==> src/rtl/if_id_queue_if.sv <==
//==============================================================================
// Module      : if_id_queue_if
// Description : Fetch/decode handshake bundle for the IF/ID decoupling queue.
// Revision    : 1.0 - initial release
//==============================================================================
`default_nettype none

interface if_id_queue_if #(
  parameter int WORD_SIZE = 32,
  parameter int DEPTH     = 4
);
  logic                     if_valid;
  logic                     if_ready;
  logic [WORD_SIZE-1:0]     if_pc;
  logic [WORD_SIZE-1:0]     if_instruction;
  logic                     flush;
  logic                     id_stall;
  logic                     id_valid;
  logic [WORD_SIZE-1:0]     id_pc;
  logic [WORD_SIZE-1:0]     id_instruction;
  logic [$clog2(DEPTH):0]   count;

  // Driven by fetch/decode control.
  modport master (
    output if_valid, if_pc, if_instruction, flush, id_stall,
    input  if_ready, id_valid, id_pc, id_instruction, count
  );

  // The queue itself.
  modport slave (
    input  if_valid, if_pc, if_instruction, flush, id_stall,
    output if_ready, id_valid, id_pc, id_instruction, count
  );
endinterface

`default_nettype wire

==> src/rtl/if_id_queue.sv <==
//==============================================================================
// Module      : if_id_queue
// Description : In-order {PC, instruction} FIFO between fetch and decode with
//               show-ahead head, decode stall and branch flush.
// Revision    : 1.0 - initial release
//==============================================================================
`default_nettype none

module if_id_queue #(
  parameter int                   WORD_SIZE = 32,
  parameter int                   DEPTH     = 4,
  parameter logic [WORD_SIZE-1:0] NOP       = '0
) (
  input  wire               clk,
  input  wire               rst,
  if_id_queue_if.slave      bus
);

  localparam int c_PTR_W = $clog2(DEPTH);
  localparam int c_CNT_W = c_PTR_W + 1;
  localparam logic [c_CNT_W-1:0] c_FULL = c_CNT_W'(DEPTH);

  logic [WORD_SIZE-1:0] r_pcMem    [DEPTH];
  logic [WORD_SIZE-1:0] r_instrMem [DEPTH];
  logic [c_PTR_W-1:0]   r_wrPtr;
  logic [c_PTR_W-1:0]   r_rdPtr;
  logic [c_CNT_W-1:0]   r_count;

  logic w_ready;
  logic w_valid;
  logic w_push;
  logic w_pop;

  // No full-bypass: a pop in the full cycle does not open the input.
  assign w_ready = rst & (r_count != c_FULL);
  assign w_valid = rst & (r_count != '0);
  assign w_push  = bus.if_valid & w_ready;
  assign w_pop   = w_valid & ~bus.id_stall;

  assign bus.if_ready       = w_ready;
  assign bus.id_valid       = w_valid;
  assign bus.id_pc          = w_valid ? r_pcMem[r_rdPtr]    : '0;
  assign bus.id_instruction = w_valid ? r_instrMem[r_rdPtr] : NOP;
  assign bus.count          = r_count;

  // Reset and flush share one path: both discard everything in flight.
  always_ff @(posedge clk) begin
    if (!rst || bus.flush) begin
      r_wrPtr <= '0;
      r_rdPtr <= '0;
      r_count <= '0;
    end else begin
      if (w_push) begin
        r_wrPtr <= r_wrPtr + 1'b1;
      end
      if (w_pop) begin
        r_rdPtr <= r_rdPtr + 1'b1;
      end
      if (w_push && !w_pop) begin
        r_count <= r_count + 1'b1;
      end else if (w_pop && !w_push) begin
        r_count <= r_count - 1'b1;
      end
    end
  end

  // Storage is never cleared; the pointers alone define what is live.
  always_ff @(posedge clk) begin
    if (w_push && !bus.flush) begin
      r_pcMem[r_wrPtr]    <= bus.if_pc;
      r_instrMem[r_wrPtr] <= bus.if_instruction;
    end
  end

endmodule

`default_nettype wire
==> src/flat_wrapper.sv <==
// flat-port wrapper written by rule: the top's interface ports become plain ports
module if_id_queue_flat 
#(
  parameter int                   WORD_SIZE = 32,
  parameter int                   DEPTH     = 4,
  parameter logic [WORD_SIZE-1:0] NOP       = '0
)
  (clk, rst, bus_if_valid, bus_if_pc, bus_if_instruction, bus_flush, bus_id_stall, bus_if_ready, bus_id_valid, bus_id_pc, bus_id_instruction, bus_count);
  if_id_queue_if #(.WORD_SIZE(WORD_SIZE), .DEPTH(DEPTH)) bus_i ();
  input  wire clk;
  input  wire rst;
  input wire logic [$bits(bus_i.if_valid)-1:0] bus_if_valid;
  input wire logic [$bits(bus_i.if_pc)-1:0] bus_if_pc;
  input wire logic [$bits(bus_i.if_instruction)-1:0] bus_if_instruction;
  input wire logic [$bits(bus_i.flush)-1:0] bus_flush;
  input wire logic [$bits(bus_i.id_stall)-1:0] bus_id_stall;
  output wire logic [$bits(bus_i.if_ready)-1:0] bus_if_ready;
  output wire logic [$bits(bus_i.id_valid)-1:0] bus_id_valid;
  output wire logic [$bits(bus_i.id_pc)-1:0] bus_id_pc;
  output wire logic [$bits(bus_i.id_instruction)-1:0] bus_id_instruction;
  output wire logic [$bits(bus_i.count)-1:0] bus_count;
  assign bus_i.if_valid = bus_if_valid;
  assign bus_i.if_pc = bus_if_pc;
  assign bus_i.if_instruction = bus_if_instruction;
  assign bus_i.flush = bus_flush;
  assign bus_i.id_stall = bus_id_stall;
  assign bus_if_ready = bus_i.if_ready;
  assign bus_id_valid = bus_i.id_valid;
  assign bus_id_pc = bus_i.id_pc;
  assign bus_id_instruction = bus_i.id_instruction;
  assign bus_count = bus_i.count;
  if_id_queue #(.WORD_SIZE(WORD_SIZE), .DEPTH(DEPTH), .NOP(NOP)) u_core (.clk(clk), .rst(rst), .bus(bus_i));
endmodule
==> config.mk <==
export PLATFORM = sky130hd
export DESIGN_NAME = if_id_queue_flat
export DESIGN_NICKNAME = d
export VERILOG_FILES = /design/src/rtl/if_id_queue_if.sv /design/src/rtl/if_id_queue.sv /design/src/flat_wrapper.sv
export SDC_FILE = /design/constraint.sdc
export NUM_CORES = 1
export LEC_CHECK = 0
export ABC_AREA = 1
export CAP_MARGIN = 40
export CORE_ASPECT_RATIO = 0.8
export CORE_MARGIN = 3
export CORE_UTILIZATION = 60
export CTS_BUF_LIST = sky130_fd_sc_hd__clkbuf_8
export CTS_CLUSTER_DIAMETER = 80
export DETAILED_ROUTE_END_ITERATION = 10
export PLACE_DENSITY = 0.86
export SLEW_MARGIN = 30
export SYNTH_ARGS = -nofsm -noshare
export SYNTH_HDL_FRONTEND = slang
export SYNTH_SLANG_ARGS = --single-unit
==> constraint.sdc <==
create_clock -name clk -period 10.26 [get_ports clk]
set_input_delay 1.026 -clock clk [delete_from_list [all_inputs] [get_ports clk]]
set_output_delay 1.026 -clock clk [all_outputs]
set_load 0.01 [all_outputs]
# Word-level counts from Yosys, hierarchy flattened
# Memories as Yosys holds them, arrays and structs flattened. A register that Yosys moved wholly into a read port is not among the register bits.
# Index checks and enable logic that the tools add are counted.
# totals
register_bits	7
mem_bits_rw	256
input_bits	69
out_inout_bits	69
wordCells	35
n_memories	2
# op_classes
addsub	4
n_eq_ne	1
n_mux	10
bitwise	5
n_reduce_logical	10
# mem_list
name	words	word_bits	rd	rd_clocked_by_memory_dff	wr	line_no	rtl
u_core.r_instrMem	4	32	1	1	1	if_id_queue.sv:24	logic [WORD_SIZE-1:0] r_instrMem [DEPTH];
u_core.r_pcMem	4	32	1	1	1	if_id_queue.sv:23	logic [WORD_SIZE-1:0] r_pcMem [DEPTH];
# ops
cell	n
$mux 32	2
$mux 2	4
$mux 3	2
$add 2x1->2 const B	2
$and 1x1->1	4
$logic_not 1->1	4
$add 3x1->3 const B	1
$logic_and 1x1->1	3
$ne 3x3->1 const B	1
$reduce_bool 3->1	1
$sub 3x1->3 const B	1
$mux 1	2
$reduce_bool 2->1	1
$logic_or 1x1->1	1
$not 1->1	1

# Longest topological paths before layout
# logic_depth
ltp_word	7
depth_mapped	13

# Worst setup path before layout
# No wires, ideal clock.
# synth_path
kind	input to register
from	input port bus_if_valid
to	memory u_core.r_instrMem[0][0], enable pin
arrival_ps	4000
setup_slack_ps	5774
stages	4
path_buffers	0
cell_sequence	nand3_1 -> inv_1 -> nand2_1 -> nor2_1
# synth_via
elab_chain_len	4
# synth_rtl
item	line_no	rtl
from (decl)	flat_wrapper.sv:12	input wire logic [$bits(bus_i.if_valid)-1:0] bus_if_valid;
$and 1x1->1	if_id_queue.sv:37	assign w_push = bus.if_valid & w_ready;
net u_core.w_push	if_id_queue.sv:31	logic w_push;
$logic_and 1x1->1	if_id_queue.sv:69	if (w_push && !bus.flush) begin
$mux 1	if_id_queue.sv:69	
$mux 1 (not written as such)	if_id_queue.sv:71	r_instrMem[r_wrPtr] <= bus.if_instruction;
to (decl)	if_id_queue.sv:24	
# The timed path passes the listed nets, and every way through them passes these cells.

==> impl_results.md <==
* Status: finished, final reports clean
* Pre-antenna DRT Iters at 5
* RSZ-0062 raised after global routing: false
* Total number of vias at 6867
* Largest net degree at the start of global routing at 73
* # DRC at 0
* Worst Path Arrival at 3.46 ns
* Min-Delay Path Class: reg2reg
* Max Buffers Root-to-Sink at 3
* Final Skew at 0.01245 ns
* Synthesized net count at 905
* CTS tree: built
* Final Setup Violations at 0
* Internal at 1.648 mW
* Row count at 42
* Initial antenna violation count at 0
* Relative slew slack at 45.83%
* Psw at 0.4351 mW
* Total power at 2.083 mW
* Cells after synthesis at 830
* Final Worst Setup Slack at 5.773 ns
* N_diodes at 0
* FF+latch count, synth at 265
* Final Hold Viols at 0
* Critical path class: reg2out
* Period utilisation layout at 43.73%
* Worst Hold Margin at 0.5316 ns
* Area growth, synth to finish at 21.58%
* Synth warn at 0
* Post-Syn Area at 10450 sq um
* Post-CTS Setup Repair Bufs at 0
* Fillers at 1018
* Synth Area per Inst at 12.59 sq um
* Clock slew at reported path FFs at 0.06 ns
* Setup_tns at 0 ns
* Vias in the first global route at 6822
* Slowest cell on the critical path: clkinv_2
* Clock network fraction of design power at 36.3%
* CTS resizes at 0
* Logic pwr share at 5.9%
* PD cells at 164.0 nW/um^2
* Max Cap Violations at 0
* Root buffer cell: clkbuf_8
* Fmax at 222.9 MHz
* CTS Buf Count at 40
* Worst-Skew Late Latency at 0.52 ns
* Critical Path Start Type: flip-flop
* Sequential area share after synthesis at 75.31%
* Placer Congestion at 0.7932
* Cell Area, Placed at 12010 sq um
* Core Region at 16820 sq um
* Die ar. at 19040 sq um
* Final Slew Violations at 0
* CP Capture Type: output pin
* Critical-path cell list: clkinv_2 -> buf_4 -> o21ai_0 -> a21oi_1 -> clkdlybuf4s50_1
* Drt wl/cell at 18.15 microns
* Sink Count at 265
* CP Max Fanout at 72
* Hpwl dp at 13100 microns
* Synth cell types at 20
* CP top delay family: buffers and inverters
* Data required time at the worst endpoint at 9.23 ns
* Hold buffer count at CTS at 0
* Die width at 153.5 microns
* Worst vdd rail ir drop at 0.0001314 V
* Share of power burned in registers at 57.8%
* Initial Util at 62.13%
* DRT antenna net count at 0
* Pleak at 4.385 nW
* FF+latch area at 7873 sq um
* Fin area at 12700 sq um
* Clock period minus worst slack at 4.487 ns
* Sw Ratio at 20.89%
* Area of the multi-input gates at 2220 sq um
* Final WL at 22140 microns
* DR iter-0 viols at 657
* Pre-CTS WS at 5.924 ns
* CTS HTree Levels at 2
* Gr usage total at 23.18%
* Nets at 1050
* Pin slew with the least headroom to its limit at 0.8126 ns
* CP max stage delay at 0.70 ns
* I/O Buffers at 137
* Grt total ovfl at 0
* Drt via density at 5.629
* I/O pins at 138
* Share of layout cells above drive strength 1 at 6.600%
* First-pass GRT wire length at 34600 microns
* WP buf/inv at 3
* Die Y at 124.0 microns
worst min-delay path, delay by kind of cell (launching register included):
kind          cells  cell delay (ns)
flops             1             0.32
simple gates      3             0.13
buf+inv           1             0.05
cell type report:
cell class,instances,share of cell area [%]
inverter,20,0.6009
multi-input combinational,497,17.47
clock buffer,41,4.442
sequential,265,61.98
timing repair buffer,151,12.35
clock inverter,26,0.9850
tap,220,2.167
registers in the layout, summed over array words and instances (netlist names), named ones only:
signal,flops
u_core.bus.count,3
u_core.r_instrMem,128
u_core.r_pcMem,128
u_core.r_rdPtr,2
u_core.r_wrPtr,2
metrics by stage:
step | instances | util (%)
2_1_floorplan | 830 | -
5_1_grt | 1220 | 75.54
3_3_place_gp | 1148 | 70.66
4_1_cts | 1220 | 75.54
6_report | 1220 | 75.54
3_5_place_dp | 1153 | 71.44
path summary, 6_finish.rpt:
path / startpoint / to / slack [ns] / cells after the start
setup / recovery: flip-flop / bus_id_instruction[24] / 5.77 / 5
setup reg to reg: u_core.bus.count[0] / u_core.r_instrMem[0][4] / 7.59 / 8
hold reg to reg: u_core.r_rdPtr[1] / flip-flop / 0.53 / 4
hold / removal: u_core.r_rdPtr[1] / flip-flop / 0.53 / 4
synthesized netlist by cell type (all sizes together):
library cell / number / area [sq um]
dfxtp: 9 / 180.2
fa: 1 / 20.02
nand4: 2 / 12.51
nand3: 3 / 15.01
inv: 20 / 75.07
buf: 36 / 272.8
nor2: 270 / 1013
ha: 5 / 62.56
o21ai: 129 / 645.6
clkbuf: 12 / 45.04
a21boi: 1 / 7.510
edfxtp: 256 / 7687
a21oi: 66 / 330.3
nand2: 19 / 71.32
xor2: 1 / 8.760
per-layer routing:
layer	vias to the layer above	track usage (%)	wire length, microns
met5	-	0	0
met4	0	8.494	389
met3	33	5.210	1887
met2	315	38.80	10790
met1	3304	30.44	9066
li1	3215	-	-
power groups by stage:
stage | logic [mW] | registers [mW] | clock network [mW]
after CTS | 0.124 | 1.20 | 0.769
after floorplan | 0.0503 | 1.23 | 0
after detailed placement | 0.123 | 1.23 | 0
after global routing | 0.135 | 1.20 | 0.825
after global placement | 0.118 | 1.23 | 0
final | 0.123 | 1.20 | 0.757
cells by family after synthesis:
kind of cell,Yosys count,share of synthesized area (%)
AO/OA/AOI/OAI,196,9.413
XOR/XNOR,1,0.08385
adder cells (fa/ha/maj),6,0.7904
buffers and inverters,68,3.760
flip-flops,265,75.31
AND/OR/NAND/NOR,294,10.65
placed cells by master, fill, tap and decap left out, types with 2 or more instances in the layout:
cell type        count
inv_1               37
buf_4                9
nand4_1              2
dfxtp_1              7
clkbuf_8            41
a21oi_1             66
clkdlybuf4s50_1    137
o21ai_1             10
clkinv_2             2
clkinv_1             5
nand2_1             18
edfxtp_1           256
o21ai_0            119
buf_16               4
ha_1                 5
nor2_1             266
nand3_1              3
nor2_4               4
(Power assumes the default switching activity.)
